File: config.mk
export PLATFORM = sky130hd
export DESIGN_NAME = mbist_march_ctrl
export DESIGN_NICKNAME = d
export VERILOG_FILES = /design/src/rtl/mbist_pkg.sv /design/src/rtl/mbist_resp_cmp.sv /design/src/rtl/mbist_march_ctrl.sv
export SDC_FILE = /design/constraint.sdc
export NUM_CORES = 1
export LEC_CHECK = 0
export ABC_AREA = 0
export BUFFER_PORTS_ARGS = -buffer_cell sky130_fd_sc_hd__buf_4
export CAP_MARGIN = 25
export CORE_ASPECT_RATIO = 1.2
export CORE_MARGIN = 8
export CORE_UTILIZATION = 41
export CTS_BUF_LIST = sky130_fd_sc_hd__clkbuf_4
export CTS_CLUSTER_DIAMETER = 100
export DETAILED_ROUTE_END_ITERATION = 7
export HOLD_SLACK_MARGIN = 0.08
export PLACE_DENSITY = 0.67
export SLEW_MARGIN = 20
export SYNTH_ARGS = -nofsm -noshare
export SYNTH_HDL_FRONTEND = slang
export SYNTH_SLANG_ARGS = --single-unit
File: constraint.sdc
create_clock -name clk -period 3.1 [get_ports clk]
set_input_delay 0.31 -clock clk [delete_from_list [all_inputs] [get_ports clk]]
set_output_delay 0.31 -clock clk [all_outputs]
set_load 0.01 [all_outputs]
File: src/rtl/mbist_pkg.sv
// Shared types for the March C- MBIST controller: FSM states, element indices
// and the per-element operation table.
package mbist_pkg;

  typedef enum logic [1:0] {S_IDLE, S_RUN, S_DRAIN, S_DONE} state_e;

  localparam logic [2:0] E0 = 3'd0;
  localparam logic [2:0] E1 = 3'd1;
  localparam logic [2:0] E2 = 3'd2;
  localparam logic [2:0] E3 = 3'd3;
  localparam logic [2:0] E4 = 3'd4;
  localparam logic [2:0] E5 = 3'd5;

  // Bit [n] of rd/pol describes op n of the element; pol=1 selects D1.
  typedef struct packed {
    logic       down;
    logic       two_ops;
    logic [1:0] rd;
    logic [1:0] pol;
  } elem_op_t;

  function automatic elem_op_t elem_op(input logic [2:0] e);
    case (e)
      E0:      elem_op = '{down: 1'b0, two_ops: 1'b0, rd: 2'b00, pol: 2'b00};
      E1:      elem_op = '{down: 1'b0, two_ops: 1'b1, rd: 2'b01, pol: 2'b10};
      E2:      elem_op = '{down: 1'b0, two_ops: 1'b1, rd: 2'b01, pol: 2'b01};
      E3:      elem_op = '{down: 1'b1, two_ops: 1'b1, rd: 2'b01, pol: 2'b10};
      E4:      elem_op = '{down: 1'b1, two_ops: 1'b1, rd: 2'b01, pol: 2'b01};
      E5:      elem_op = '{down: 1'b0, two_ops: 1'b0, rd: 2'b01, pol: 2'b00};
      default: elem_op = '{down: 1'b0, two_ops: 1'b0, rd: 2'b00, pol: 2'b00};
    endcase
  endfunction

endpackage

File: src/rtl/mbist_resp_cmp.sv
// Read-response checker: carries expected data/address/element alongside each
// read until its data returns, compares, and logs failures.
module mbist_resp_cmp
  import mbist_pkg::*;
#(
  parameter int DATA_WIDTH = 8,
  parameter int ADDR_WIDTH = 4,
  parameter int CNT_WIDTH  = 8
) (
  input  logic                  clk,
  input  logic                  rst_n,
  input  logic                  clr_i,
  input  logic                  rd_vld_i,
  input  logic [ADDR_WIDTH-1:0] addr_i,
  input  logic [2:0]            elem_i,
  input  logic [DATA_WIDTH-1:0] exp_i,
  input  logic [DATA_WIDTH-1:0] rdata_i,
  output logic                  fail_o,
  output logic [CNT_WIDTH-1:0]  fail_count_o,
  output logic [ADDR_WIDTH-1:0] fail_addr_o,
  output logic [2:0]            fail_elem_o,
  output logic [DATA_WIDTH-1:0] fail_syndrome_o
);

  logic [1:0]                 vld_pipe_q;
  logic [1:0][ADDR_WIDTH-1:0] addr_pipe_q;
  logic [1:0][2:0]            elem_pipe_q;
  logic [1:0][DATA_WIDTH-1:0] exp_pipe_q;

  logic                  fail_q;
  logic [CNT_WIDTH-1:0]  cnt_q;
  logic [ADDR_WIDTH-1:0] faddr_q;
  logic [2:0]            felem_q;
  logic [DATA_WIDTH-1:0] fsyn_q;

  logic [DATA_WIDTH-1:0] syn;
  logic                  miss;

  assign syn  = rdata_i ^ exp_pipe_q[1];
  assign miss = vld_pipe_q[1] && (syn != '0);

  always_ff @(posedge clk) begin
    if (!rst_n) begin
      vld_pipe_q  <= '0;
      addr_pipe_q <= '0;
      elem_pipe_q <= '0;
      exp_pipe_q  <= '0;
    end else begin
      vld_pipe_q  <= {vld_pipe_q[0], rd_vld_i};
      addr_pipe_q <= {addr_pipe_q[0], addr_i};
      elem_pipe_q <= {elem_pipe_q[0], elem_i};
      exp_pipe_q  <= {exp_pipe_q[0], exp_i};
    end
  end

  // Diagnostics freeze on the first miscompare; only the count keeps moving.
  always_ff @(posedge clk) begin
    if (!rst_n || clr_i) begin
      fail_q  <= 1'b0;
      cnt_q   <= '0;
      faddr_q <= '0;
      felem_q <= '0;
      fsyn_q  <= '0;
    end else if (miss) begin
      fail_q <= 1'b1;
      if (~&cnt_q) cnt_q <= cnt_q + 1'b1;
      if (!fail_q) begin
        faddr_q <= addr_pipe_q[1];
        felem_q <= elem_pipe_q[1];
        fsyn_q  <= syn;
      end
    end
  end

  assign fail_o          = fail_q;
  assign fail_count_o    = cnt_q;
  assign fail_addr_o     = faddr_q;
  assign fail_elem_o     = felem_q;
  assign fail_syndrome_o = fsyn_q;

endmodule

File: src/rtl/mbist_march_ctrl.sv
// March C- MBIST initiator: sequences one memory op per cycle over 0..CAPACITY
// and hands reads to the response checker.
module mbist_march_ctrl
  import mbist_pkg::*;
#(
  parameter int DATA_WIDTH = 8,
  parameter int ADDR_WIDTH = 4,
  parameter int CAPACITY   = 15,
  parameter int CNT_WIDTH  = 8
) (
  input  logic                  clk,
  input  logic                  rst_n,
  input  logic                  start,
  input  logic                  bg_sel,
  output logic                  write_read,
  output logic [ADDR_WIDTH-1:0] address,
  output logic [DATA_WIDTH-1:0] wdata,
  input  logic [DATA_WIDTH-1:0] rdata,
  output logic                  busy,
  output logic                  done,
  output logic                  fail,
  output logic [CNT_WIDTH-1:0]  fail_count,
  output logic [ADDR_WIDTH-1:0] fail_addr,
  output logic [2:0]            fail_elem,
  output logic [DATA_WIDTH-1:0] fail_syndrome
);

  localparam logic [ADDR_WIDTH-1:0] CAP_A = ADDR_WIDTH'(CAPACITY);

  state_e                state_q;
  logic [2:0]            elem_q;
  logic [ADDR_WIDTH-1:0] addr_q;
  logic                  op_q;
  logic                  bg_q;
  logic [1:0]            drain_q;
  logic                  busy_q, done_q;
  logic                  wr_q, rd_vld_q;
  logic [ADDR_WIDTH-1:0] port_addr_q;
  logic [DATA_WIDTH-1:0] exp_q;
  logic [2:0]            elem_p_q;

  elem_op_t              eop, nxt_op;
  logic                  run, cur_rd, last_op, elem_end, accept;
  logic [DATA_WIDTH-1:0] d0, cur_data;

  assign eop      = elem_op(elem_q);
  assign nxt_op   = elem_op(elem_q + 3'd1);
  assign run      = (state_q == S_RUN);
  assign cur_rd   = eop.rd[op_q];
  assign d0       = {DATA_WIDTH{bg_q}};
  assign cur_data = eop.pol[op_q] ? ~d0 : d0;
  assign last_op  = eop.two_ops ? op_q : 1'b1;
  assign elem_end = last_op && (eop.down ? (addr_q == '0) : (addr_q == CAP_A));
  assign accept   = start && (state_q == S_IDLE || state_q == S_DONE);

  // Write data leads the registered command by one cycle.
  assign wdata = (run && !cur_rd) ? cur_data : '0;

  always_ff @(posedge clk) begin
    if (!rst_n) begin
      state_q     <= S_IDLE;
      elem_q      <= E0;
      addr_q      <= '0;
      op_q        <= 1'b0;
      bg_q        <= 1'b0;
      drain_q     <= '0;
      busy_q      <= 1'b0;
      done_q      <= 1'b0;
      wr_q        <= 1'b0;
      rd_vld_q    <= 1'b0;
      port_addr_q <= '0;
      exp_q       <= '0;
      elem_p_q    <= '0;
    end else begin
      wr_q        <= run && !cur_rd;
      rd_vld_q    <= run && cur_rd;
      port_addr_q <= run ? addr_q : '0;
      exp_q       <= run ? cur_data : '0;
      elem_p_q    <= run ? elem_q : '0;
      case (state_q)
        S_IDLE, S_DONE: begin
          if (start) begin
            state_q <= S_RUN;
            bg_q    <= bg_sel;
            elem_q  <= E0;
            addr_q  <= '0;
            op_q    <= 1'b0;
            busy_q  <= 1'b1;
            done_q  <= 1'b0;
          end
        end
        S_RUN: begin
          if (!elem_end) begin
            if (!last_op) begin
              op_q <= 1'b1;
            end else begin
              op_q   <= 1'b0;
              addr_q <= eop.down ? addr_q - 1'b1 : addr_q + 1'b1;
            end
          end else if (elem_q == E5) begin
            state_q <= S_DRAIN;
            drain_q <= '0;
            op_q    <= 1'b0;
            addr_q  <= '0;
          end else begin
            elem_q <= elem_q + 3'd1;
            op_q   <= 1'b0;
            addr_q <= nxt_op.down ? CAP_A : '0;
          end
        end
        S_DRAIN: begin
          // Covers the port register plus the two-cycle read latency.
          if (drain_q == 2'd2) begin
            state_q <= S_DONE;
            busy_q  <= 1'b0;
            done_q  <= 1'b1;
          end else begin
            drain_q <= drain_q + 2'd1;
          end
        end
        default: state_q <= S_IDLE;
      endcase
    end
  end

  assign write_read = wr_q;
  assign address    = port_addr_q;
  assign busy       = busy_q;
  assign done       = done_q;

  mbist_resp_cmp #(
    .DATA_WIDTH (DATA_WIDTH),
    .ADDR_WIDTH (ADDR_WIDTH),
    .CNT_WIDTH  (CNT_WIDTH)
  ) u_cmp (
    .clk             (clk),
    .rst_n           (rst_n),
    .clr_i           (accept),
    .rd_vld_i        (rd_vld_q),
    .addr_i          (port_addr_q),
    .elem_i          (elem_p_q),
    .exp_i           (exp_q),
    .rdata_i         (rdata),
    .fail_o          (fail),
    .fail_count_o    (fail_count),
    .fail_addr_o     (fail_addr),
    .fail_elem_o     (fail_elem),
    .fail_syndrome_o (fail_syndrome)
  );

endmodule

After elaboration in Yosys (flattened, before gate mapping)
Index checks and enable logic that the tools add are counted.
Widths: inputs -> output; s select.
Storage, ports and cells
  input bits: 12
  output and inout port bits: 39
  register bits: 88
  word-level logic and storage cells: 123
Cells by class
  $add $sub $neg: 5
  mux-type cells: 39
  $lt $le $gt $ge: 1
  reductions and logical operators: 27
  equal/unequal tests: 22
  bitwise operators: 4
Operators with widths (count)
  $pmux 6 s5: 2
  $mux 4: 6
  $mux 8: 2
  $mux 2: 7
  $eq 3x2->1 const B: 4
  $eq 3x3->1 const B: 4
  $mux 1: 12
  $reduce_and 4->1: 3
  $reduce_and 2->1: 5
  $mux 3: 3
  $add 8x1->8 const B: 1
  $ne 2x2->1 const B: 4
  $not 8->8: 1
  $pmux 4 s2: 1
  $reduce_and 8->1: 1
  $reduce_bool 8->1: 1
  $xor 8x8->8: 1
  $eq 2x2->1 const B: 3
  $eq 3x1->1 const B: 2
  $pmux 1 s2: 3
  $pmux 2 s3: 1
  $pmux 3 s2: 1
  $reduce_and 3->1: 2
  $reduce_bool 2->1: 3
  other kinds (17): 25

Depth between registers and ports, before layout
Gate-level depths: netlist of run 1.
  word-level depth: 7
  mapped depth: 11
  gate-level depth less buffers: 10

Hierarchy
A second synthesis of run 1 with hierarchy kept.
Unflattened totals
  cells, all modules: 349
  area total of the unflattened synthesis: 3390.8 µm²
By module, submodules not included
  mbist_resp_cmp: instances 1, area each 2000.7 µm², cells each 192
  mbist_march_ctrl: instances 1, area each 1390.1 µm², cells each 157

Worst setup path after synthesis of run 1
No wires, ideal clock.
  kind: flip-flop to output port
  from: register elem_q[2]
  to: output wdata[1]
  data required time: 2.790 ns
  cell stages (with the launch flop): 10
  arrival: 2.320 ns
  slack: 0.470 ns
  path through: dfxtp_1 > buf_4 > inv_1 > ha_1 > nor2b_1 > o32ai_1 > o21ai_0 > xor2_1 > nor3_1 > buf_4
Between the ends
  word-level cells in the longest chain between the ends: 7
  elaborated cells between the ends (all ways): 14
  those cells by class: 5 x eq/ne; 7 x mux; 2 x reduce/logical
Ends and longest elaborated chain
  start, declared: RTL line mbist_march_ctrl.sv:31  | logic [2:0] elem_q;
  start signal, assigned: RTL line mbist_march_ctrl.sv:106  | elem_q <= elem_q + 3'd1;
  $eq 3x3->1, or another cell as far along: RTL line mbist_pkg.sv:23  | case (e)
  $pmux 6 s5 (*): RTL line mbist_pkg.sv:23
  $mux 1 (implied by the code) (2 in series): RTL line mbist_march_ctrl.sv:49  | assign cur_rd = eop.rd[op_q];
  $logic_not 1->1: RTL line mbist_march_ctrl.sv:57  | assign wdata = (run && !cur_rd) ? cur_data : '0;
  $logic_and 1x1->1: RTL line mbist_march_ctrl.sv:57
  $mux 8 (*): RTL line mbist_march_ctrl.sv:57
  end, declared: RTL line mbist_march_ctrl.sv:17  | output logic [DATA_WIDTH-1:0] wdata,
Mark *: on every way between the ends. The rest lies on a longest branch, timed or not. The select of a mux whose other input is x is not followed.

Worst setup path after layout of run 1
  from: register elem_q[2]
  to: output wdata[3]
The elaborated chain is that of the path after synthesis.

==> metrics.txt, run 1 <==
TNS Setup=0 ns; # fillers=707; fin crit period=2.77 ns; gr usage total=13.0%; initial DRC count=66; Syn Inst Count=331; P&R area growth vs syn=18.5%; Worst Hold Slack=0.166 ns; DRC=0; CP max stage cell=dfxtp_2; Initial Util=41.7%; Avg Cell Area, Syn=9.00 µm²; max-slew violations=0; Fin. Hold Viols=0; Hold Path Class=primary input to register; CTS Sinks=67; Hold Crit Start=bg_sel; vias in the first global route=2295; register area share after synthesis=45.0%; ant diodes=0; RSZ-0062 raised after global routing=no; clk_lat worst skew=0.41 ns; reg-to-reg startpoint=u_cmp.exp_pipe_q[14]; Power Total=1.99 mW; final setup fails=0; Final HPWL DP=between 4000 and 5000 µm; gpl congestion=0.829; crit path capture type=output pin; Critical R2R Capture=u_cmp.fail_syndrome_o[5]; share of flip-flops with an asynchronous set or reset=0%; CP cell instances=inv_1, ha_1, nor2b_1, o32ai_1, o21ai_0, xor2_1, nor3_1, buf_4, buf_4; Leakage Power=1.41 nW; site row count=34; global-route wire length before repair=10700 µm; Synthesis Warnings=0; outcome=completed; Cell variety after synth=49; Avg WL per Cell=13.6 µm; Post-CTS Setup Repair Bufs=0; total grt overflow=0; CTS clk-pin slew, worst paths=between 0.1 and 0.15 ns; biggest cell delay along the critical path=0.43 ns; area of the core=7150 µm²; Max Freq=between 300 and 400 MHz; Fin Clk Skew=~0.023 ns; Setup CP Type=register to output pin; Max IR drop VDD=307 µV; r2r setup slk=0.68 ns; Register-to-Register Path Depth=6; Max clock buf depth=2; WHS Endpoint=bg_q; worst path required time=2.79 ns; Slew @ Worst Pin=between 0.8 and 0.9 ns; via count=2406; Core Util, Final=49.4%; cell mode on critical path=buf_4; dominant synthesized flop cell=dfxtp_1; Die ar.=10300 µm²; DR vias/cell=about 5.2; final WL=6360 µm; Power Density=around 560 nW/µm²; initial antenna violation count=0; nets=398; largest net degree at the start of global routing=31; Die X=93.8 µm; layout cells sized above 1=a little over a fifth; crit path max fanout=9; Worst Path Arrival=2.46 ns; Worst Setup Start Kind=register; cell with the most instances after synthesis=dfxtp_1; #FFs+latches synth=67; Rel. slew slack=43.6%; Synth top area share=between 40% and 50%; drt pass-1 iters=4; total CTS buffers=9; Antenna Nets Post-Route=0; number of max-cap violations=0; PortBufs=50; TritonCTS clock tree=yes; synth top area cells=dfxtp_1 (45%), ha_1 (5.9%), and2_1 (3.8%); die height=109 µm; Root Driver=clkbuf_4; EDFF count, synth=0; Hold Path Depth=3; largest area contributor in the netlist=dfxtp_1; H-tree levels=3; syn nets=357; synthesized area=2980 µm²; Commonest cells post-synth=dfxtp_1 (67), nor2_1 (26), nand2_1 (21); crit share post-route=89.3%; I/O pins=slightly above 50
## worst max-delay path, delay by kind of cell (launching register included)
kind	cells	cell delay (ns)
simple gates	2	0.35
xor+xnor	1	0.17
compound gates	2	0.32
fa+ha+maj	1	0.35
buf+inv	3	0.43
flops	1	0.43
## through the flow
step	std cells	area, µm²	worst slack, ns
6_report	467	3530	0.332
5_1_grt	467	3530	0.0722
4_1_cts	467	3530	0.152
3_5_place_dp	451	3360	0.636
3_3_place_gp	451	3360	0.623
2_1_floorplan	331	2980	0.470
## flip-flops by register name, indices dropped and copies added (netlist names)
signal and cells:
write_read 1, busy 1, rd_vld_q 1, u_cmp.fail_syndrome_o 8, elem_q 3, bg_q 1, u_cmp.fail_o 1, elem_p_q 3
u_cmp.fail_addr_o 4, u_cmp.addr_pipe_q 8, address 4, u_cmp.fail_count_o 8, u_cmp.elem_pipe_q 6, addr_q 4, drain_q 2, exp_q 1
done 1, u_cmp.exp_pipe_q 2, state_q 2, u_cmp.vld_pipe_q 2, op_q 1, u_cmp.fail_elem_o 3
## per-layer routing
layer  global-route usage, %  up-vias  share of wire (%)
met2                    21.7       58                 48
li1                        -     1239                  -
met3                    5.12        7                7.0
met1                    14.5     1102                 43
met4                    5.45        0                1.3
met5                       0        -                  0
## worst max-delay path by stage
stage / to / slack, ns / start / depth (start not counted)
global placement: wdata[7] / 0.62 / elem_q[2] / 9
CTS: wdata[3] / 0.15 / elem_q[2] / 9
detailed placement: wdata[3] / 0.64 / elem_q[2] / 9
global route: wdata[4] / 0.07 / elem_q[2] / 9
floorplan: wdata[1] / 0.47 / elem_q[2] / 9
finish: wdata[3] / 0.33 / elem_q[2] / 9
## layout by cell type (no fill, tap or decap), types with 5 or more instances in the layout
cell type / n
a211oi_1: 9
a21oi_1: 20
a31oi_1: 6
and2_1: 18
and3_1: 5
buf_4: 53
clkbuf_4: 10
dfxtp_1: 66
ha_1: 14
inv_1: 15
nand2_1: 21
nand2b_1: 5
nand3_1: 19
nor2_1: 26
o21ai_0: 11
o21ai_1: 7
or3_1: 5
or4_1: 5
xnor2_1: 10
## layout make-up
type | instances | area, µm² | share of cell area, %
inverter | 16 | 60.1 | 1.70
tap | 90 | 113 | 3.19
timing repair buffer | 53 | 398 | 11.3
clock inverter | 6 | 90.1 | 2.55
sequential | 67 | 1340 | 38.0
multi-input combinational | 225 | 1450 | 41.1
clock buffer | 10 | 75.1 | 2.13
## what timing repair did
item / 4_1_cts / 5_1_grt
resized for setup: 0 / 1
setup endpoints to repair: 0 / 8
hold buffers: 0 / 0
## power by group
group          internal, mW  leakage (nW)  switching (mW)
logic                 0.158         0.785           0.255
clock network         0.337        0.0866           0.314
registers             0.896         0.541          0.0330
## kinds of logic (layout without fill, tap and decap cells)
| logic type | count (synthesis) | count (layout) | synth area share, % |
|---|---|---|---|
| xor gates and xnor gates | 12 | 12 | 3.53 |
| adders and majority gates | 14 | 14 | 5.88 |
| buffers and inverters | 39 | 85 | 6.42 |
| AOI/OAI and AO/OA | 77 | 77 | 16.8 |
| muxes | 3 | 3 | 1.43 |
| and+or+nand+nor | 119 | 119 | 21.0 |
| DFF | 67 | 67 | 45.0 |
Power figures use the tool's default switching activity.
==> run 2: changes to the inputs <==
--- a/config.mk
+++ b/config.mk
@@ -16,6 +16,7 @@
 export DETAILED_ROUTE_END_ITERATION = 7
 export HOLD_SLACK_MARGIN = 0.08
 export PLACE_DENSITY = 0.67
+export RECOVER_POWER = 50
 export SLEW_MARGIN = 20
 export SYNTH_ARGS = -nofsm -noshare
 export SYNTH_HDL_FRONTEND = slang
==> metrics.txt, run 2 (synthesis results as in run 1) <==
via count=2397 (was 2406); met3 Use GR=5.12% (unchanged); Die ar.=10300 µm² (unchanged); PortBufs=50 (unchanged); outcome=completed (unchanged); # resized after CTS=0 (unchanged); crit path capture type=output pin (unchanged); sw power=0.605 mW (was 0.602 mW); ant diodes=0 (unchanged); commonest non-fill, non-tap cells in the layout=dfxtp_1 (66), clkbuf_1 (30), nor2_1 (26) (was dfxtp_1 (66), buf_4 (53), nor2_1 (26)); DR vias/cell=5.13 (was 5.15); gr usage total=13.0% (unchanged); most common cell after layout, fill and taps aside=dfxtp_1 (unchanged); Core Util, Final=47.8% (was 49.4%); Final HPWL DP=4740 µm (unchanged); TritonCTS clock tree=yes (unchanged); Worst Setup Start Kind=register (unchanged); CTS Sinks=67 (unchanged); Power Total=1.99 mW (about the same); site row count=34 (unchanged); initial antenna violation count=0 (unchanged); H-tree levels=3 (unchanged); total grt overflow=0 (unchanged); Slew @ Worst Pin=0.845 ns (about the same); nets=398 (unchanged); Worst Path Arrival=2.46 ns (about the same); total CTS buffers=9 (unchanged); vias in the first global route=2295 (unchanged); max-slew violations=0 (unchanged); crit path max fanout=9 (unchanged); P&R area growth vs syn=14.7% (was 18.5%); Rel. slew slack=43.5% (was 43.6%); Max IR drop VDD=308 µV (was 307 µV); Hold Path Class=primary input to register (unchanged); TNS Setup=0 ns (unchanged); Die X=93.8 µm (unchanged); Comb pwr share=20.5% (was 20.7%); clk_lat worst skew=0.41 ns (about the same); Post-CTS Setup Repair Bufs=0 (unchanged); Leakage Power=1.28 nW (was 1.41 nW); Setup CP Type=register to output pin (unchanged); Switching Share=30.4% (was 30.2%); die height=109 µm (unchanged); hold buffers post-CTS=0 (unchanged); grt met1 use=14.5% (unchanged); Worst Hold Slack=0.170 ns (was 0.166 ns); largest net degree at the start of global routing=31 (unchanged); final setup fails=0 (unchanged); crit share post-route=89.4% (was 89.3%); Avg WL per Cell=13.7 µm (was 13.6 µm); Final Cell Area=3420 µm² (was 3530 µm²); RSZ-0062 raised after global routing=no (unchanged); gpl congestion=0.829 (unchanged); Fin Clk Skew=0.0235 ns (was 0.0233 ns); CTS clk-pin slew, worst paths=0.11 ns (about the same); DRC=0 (unchanged); P_int=1.38 mW (was 1.39 mW); clock group share of total power=32.8% (was 32.7%); Max clock buf depth=2 (unchanged); number of max-cap violations=0 (unchanged); fin crit period=2.77 ns (about the same); Antenna Nets Post-Route=0 (unchanged); Max Freq=361 MHz (about the same); GRT busiest layer=met2 (unchanged); Power Density=582 nW/µm² (was 565 nW/µm²); layout cells sized above 1=13.3% (was 21.2%); Fin. Hold Viols=0 (unchanged); global-route wire length before repair=10700 µm (unchanged); worst path required time=2.79 ns (about the same); Initial Util=41.7% (unchanged); Root Driver=clkbuf_4 (unchanged); initial DRC count=64 (was 66); final WL=6420 µm (was 6360 µm); drt pass-1 iters=6 (was 4); Seq pwr share=46.7% (was 46.6%); I/O pins=51 (unchanged); M2 GR Usage=21.7% (unchanged); area of the core=7150 µm² (unchanged); placed inst area=3360 µm² (unchanged)
[run 2: area by class of cell]
cell class / count / area, µm²
inverters: 16 / 60.1
clock buffers: 10 / 75.1
repair buffers: 53 / 285
multi-input cells: 225 / 1450
well taps: 90 / 113
fillers: 723 / 3730
clock inverters: 6 / 90.1
flip-flops and latches: 67 / 1340
[run 2: layer usage]
layer | vias to the layer above | wire, µm
met5 | - | 0
met4 | 0 | 82
met3 | 7 | 411
met2 | 61 | 3030
met1 | 1092 | 2890
li1 | 1237 | -
[run 2: worst max-delay path, stage by stage, from the launching register on]
cell and delay (ns):
dfxtp_2 0.43, inv_1 0.13, ha_1 0.35, nor2b_1 0.15, o32ai_1 0.20, o21ai_0 0.12
xor2_1 0.17, nor3_1 0.20, buf_4 0.18, buf_4 0.12
[run 2: path summary, 6_finish.rpt]
kind / to / slack (ns) / start / cells after the start
worst max-delay path: wdata[3] / 0.33 / elem_q[2] / 9
worst min-delay path: bg_q / 0.17 / bg_sel / 3
worst max register to register: u_cmp.fail_syndrome_o[5] / 0.67 / u_cmp.exp_pipe_q[14] / 6
worst min register to register: u_cmp.vld_pipe_q[1] / 0.41 / u_cmp.vld_pipe_q[0] / 1
[run 2: metrics by stage]
step / std cells / worst slack, ns
floorplan: 331 / 0.470
detailed placement: 451 / 0.636
CTS: 467 / 0.152
global placement: 451 / 0.623
global route: 467 / 0.0722
finish: 467 / 0.330
[run 2: power by group through the flow]
stage | clock network [mW] | logic [mW] | registers, mW
5_1_grt | 0.715 | 0.472 | 0.936
3_5_place_dp | 0 | 0.418 | 0.949
6_report | 0.652 | 0.408 | 0.929
3_3_place_gp | 0 | 0.411 | 0.947
4_1_cts | 0.676 | 0.420 | 0.929
2_1_floorplan | 0 | 0.311 | 0.944
==> run 3: changes to the inputs <==
--- a/config.mk
+++ b/config.mk
@@ -8,14 +8,16 @@
 export ABC_AREA = 0
 export BUFFER_PORTS_ARGS = -buffer_cell sky130_fd_sc_hd__buf_4
 export CAP_MARGIN = 25
-export CORE_ASPECT_RATIO = 1.2
+export CELL_PAD_IN_SITES_DETAIL_PLACEMENT = 1
+export CELL_PAD_IN_SITES_GLOBAL_PLACEMENT = 2
+export CORE_ASPECT_RATIO = 0.6
 export CORE_MARGIN = 8
-export CORE_UTILIZATION = 41
+export CORE_UTILIZATION = 35
 export CTS_BUF_LIST = sky130_fd_sc_hd__clkbuf_4
 export CTS_CLUSTER_DIAMETER = 100
 export DETAILED_ROUTE_END_ITERATION = 7
 export HOLD_SLACK_MARGIN = 0.08
-export PLACE_DENSITY = 0.67
+export PLACE_DENSITY = 0.87
 export RECOVER_POWER = 50
 export SLEW_MARGIN = 20
 export SYNTH_ARGS = -nofsm -noshare
==> metrics.txt, run 3 (synthesis results as in run 1) <==
global-route wire length before repair=12800 µm (was 10700 µm); commonest non-fill, non-tap cells in the layout=dfxtp_1 (66), clkbuf_1 (28), buf_4 (27) (was dfxtp_1 (66), clkbuf_1 (30), nor2_1 (26)); Final HPWL DP=5920 µm (was 4740 µm); Power Total=1.96 mW (was 1.99 mW); Comb pwr share=23.3% (was 20.5%); placed insts=475 (was 451); final setup fails=0 (unchanged); crit path capture type=output pin (unchanged); Slew @ Worst Pin=0.657 ns (was 0.845 ns); Hold Crit Start=bg_sel (unchanged); clk_lat worst skew=0.42 ns (was 0.41 ns); max-slew violations=0 (unchanged); most common cell after layout, fill and taps aside=dfxtp_1 (unchanged); Switching Share=33.5% (was 30.4%); Place WS=0.634 ns (was 0.636 ns); Hold Path Depth=3 (unchanged); Seq pwr share=47.6% (was 46.7%); nets=400 (was 398); worst path required time=2.79 ns (about the same); Die ar.=11800 µm² (was 10300 µm²); Avg WL per Cell=16.3 µm (was 13.7 µm); Buf/Inv on CP=3 (unchanged); Initial Util=35.5% (was 41.7%); Post-CTS Setup Repair Bufs=0 (unchanged); DR WL met3=369 µm (was 411 µm); P&R area growth vs syn=15.2% (was 14.7%); Max IR drop VDD=195 µV (was 308 µV); Register-to-Register Path Depth=10 (was 6); capture point of the worst path=wdata[2] (was wdata[3]); vias in the first global route=2509 (was 2295); I/O pins=51 (unchanged); r2r setup slk=0.69 ns (was 0.67 ns); Worst Setup Start Kind=register (unchanged); Max clock buf depth=2 (unchanged); TritonCTS clock tree=yes (unchanged); CTS clk-pin slew, worst paths=0.12 ns (was 0.11 ns); layout cells sized above 1=13.7% (was 13.3%); Max Used Layer=met4 (unchanged); Rel. slew slack=56.2% (was 43.5%); CP delay by family, top=buffers and inverters (was flip-flops); H-tree levels=3 (unchanged); Post-Layout Cell Count=491 (was 467); met2 wire length=3570 µm (was 3030 µm); RSZ-0062 raised after global routing=no (unchanged); fin crit period=2.85 ns (was 2.77 ns); TNS Setup=0 ns (unchanged); Antenna Nets Post-Route=0 (unchanged); ant diodes=0 (unchanged); CP cell instances=inv_1, ha_1, nor2b_1, o32ai_1, o21ai_0, xor2_1, nor3_1, buf_4, buf_4 (unchanged); clock group share of total power=29.1% (was 32.8%); number of max-cap violations=0 (unchanged); Setup CP Type=register to output pin (unchanged); gpl congestion=0.874 (was 0.829); site row count=26 (was 34); CTS Sinks=67 (unchanged); P_int=1.30 mW (was 1.38 mW); Power Density=570 nW/µm² (was 582 nW/µm²); Hold Path Class=primary input to register (unchanged); gr usage total=13.8% (was 13.0%); total grt overflow=0 (unchanged); WP depth=9 (unchanged); Die X=135 µm (was 93.8 µm); drt pass-1 iters=4 (was 6); die height=87.5 µm (was 109 µm); DR vias/cell=5.08 (was 5.13); DRC=0 (unchanged); reg-to-reg startpoint=elem_q[0] (was u_cmp.exp_pipe_q[14]); area of the core=8390 µm² (was 7150 µm²); via count=2493 (was 2397); largest net degree at the start of global routing=31 (unchanged); Max Freq=351 MHz (was 361 MHz); sw power=0.657 mW (was 0.605 mW); total CTS buffers=9 (unchanged); CP max stage cell=dfxtp_2 (unchanged); initial antenna violation count=0 (unchanged); Leakage Power=1.28 nW (about the same); Core Util, Final=40.9% (was 47.8%); PortBufs=50 (unchanged); biggest cell delay along the critical path=0.44 ns (was 0.43 ns); Critical R2R Capture=addr_q[3] (was u_cmp.fail_syndrome_o[5]); Root Driver=clkbuf_4 (unchanged); Fin Clk Skew=0.0170 ns (was 0.0235 ns); worst setup margin=0.253 ns (was 0.330 ns); cell mode on critical path=buf_4 (unchanged); final WL=8010 µm (was 6420 µm); Metal-1 WL=3970 µm (was 2890 µm); source of the critical timing path=elem_q[2] (unchanged); initial DRC count=150 (was 64); crit path max fanout=9 (unchanged); outcome=completed (unchanged); Worst Path Arrival=2.54 ns (was 2.46 ns); Fin. Hold Viols=0 (unchanged); crit share post-route=91.8% (was 89.4%)
## run 3: changes by cell type in the layout (fill, tap and decap cells not counted), sizes merged
| cell | delta |
|---|---|
| clkinv | +2 |
| clkinvlp | -1 |
| clkbuf | -2 |
| buf | +4 |
| bufinv | -1 |
## run 3: timing repair
item,in CTS,in global routing
endpoints found under the setup margin,0,8
gates resized for setup,0,1
hold buffers,0,0
## run 3: worst min path at each step
stage                                 endpoint  slack (ns)
after global routing                      bg_q        0.13
final                                     bg_q        0.16
after CTS                                 bg_q        0.13
after floorplan           u_cmp.addr_pipe_q[4]        0.41
after detailed placement   u_cmp.exp_pipe_q[6]        0.42
after global placement    u_cmp.elem_pipe_q[0]        0.42
## run 3: per-layer routing
metal	vias up	global-route usage, %
li1	1241	-
met1	1206	18.1
met2	36	21.5
met5	-	0
met3	10	3.40
met4	0	5.01
## run 3: layout make-up
type                            instances  area [µm²]
Clock buffer                           10        75.1
Multi-Input combinational cell        225        1450
Clock inverter                          6        56.3
Timing Repair Buffer                   55         308
Inverter                               16        60.1
Tap cell                              112         140
Sequential cell                        67        1340
Fill cell                            1040        4960
## run 3: stage by stage
| stage | hold slack [ns] | cell area (µm²) |
|---|---|---|
| 6_report | 0.155 | 3430 |
| 5_1_grt | 0.132 | 3430 |
| 4_1_cts | 0.132 | 3540 |
| 3_5_place_dp | 0.421 | 3410 |
| 3_3_place_gp | 0.415 | 3410 |
| 2_1_floorplan | 0.412 | 2980 |
## run 3: tightest hold or removal path, cell delays in order
cell and delay, ns:
buf_4 0.11, nand3_1 0.07, a21oi_1 0.06
## run 3: power groups by stage
stage                     Sequential [mW]  Clock (mW)  Combinational (mW)
after global routing                0.939       0.617               0.499
after CTS                           0.931       0.586               0.466
after global placement              0.949           0               0.454
after detailed placement            0.950           0               0.461
after floorplan                     0.944           0               0.311
final                               0.932       0.569               0.457
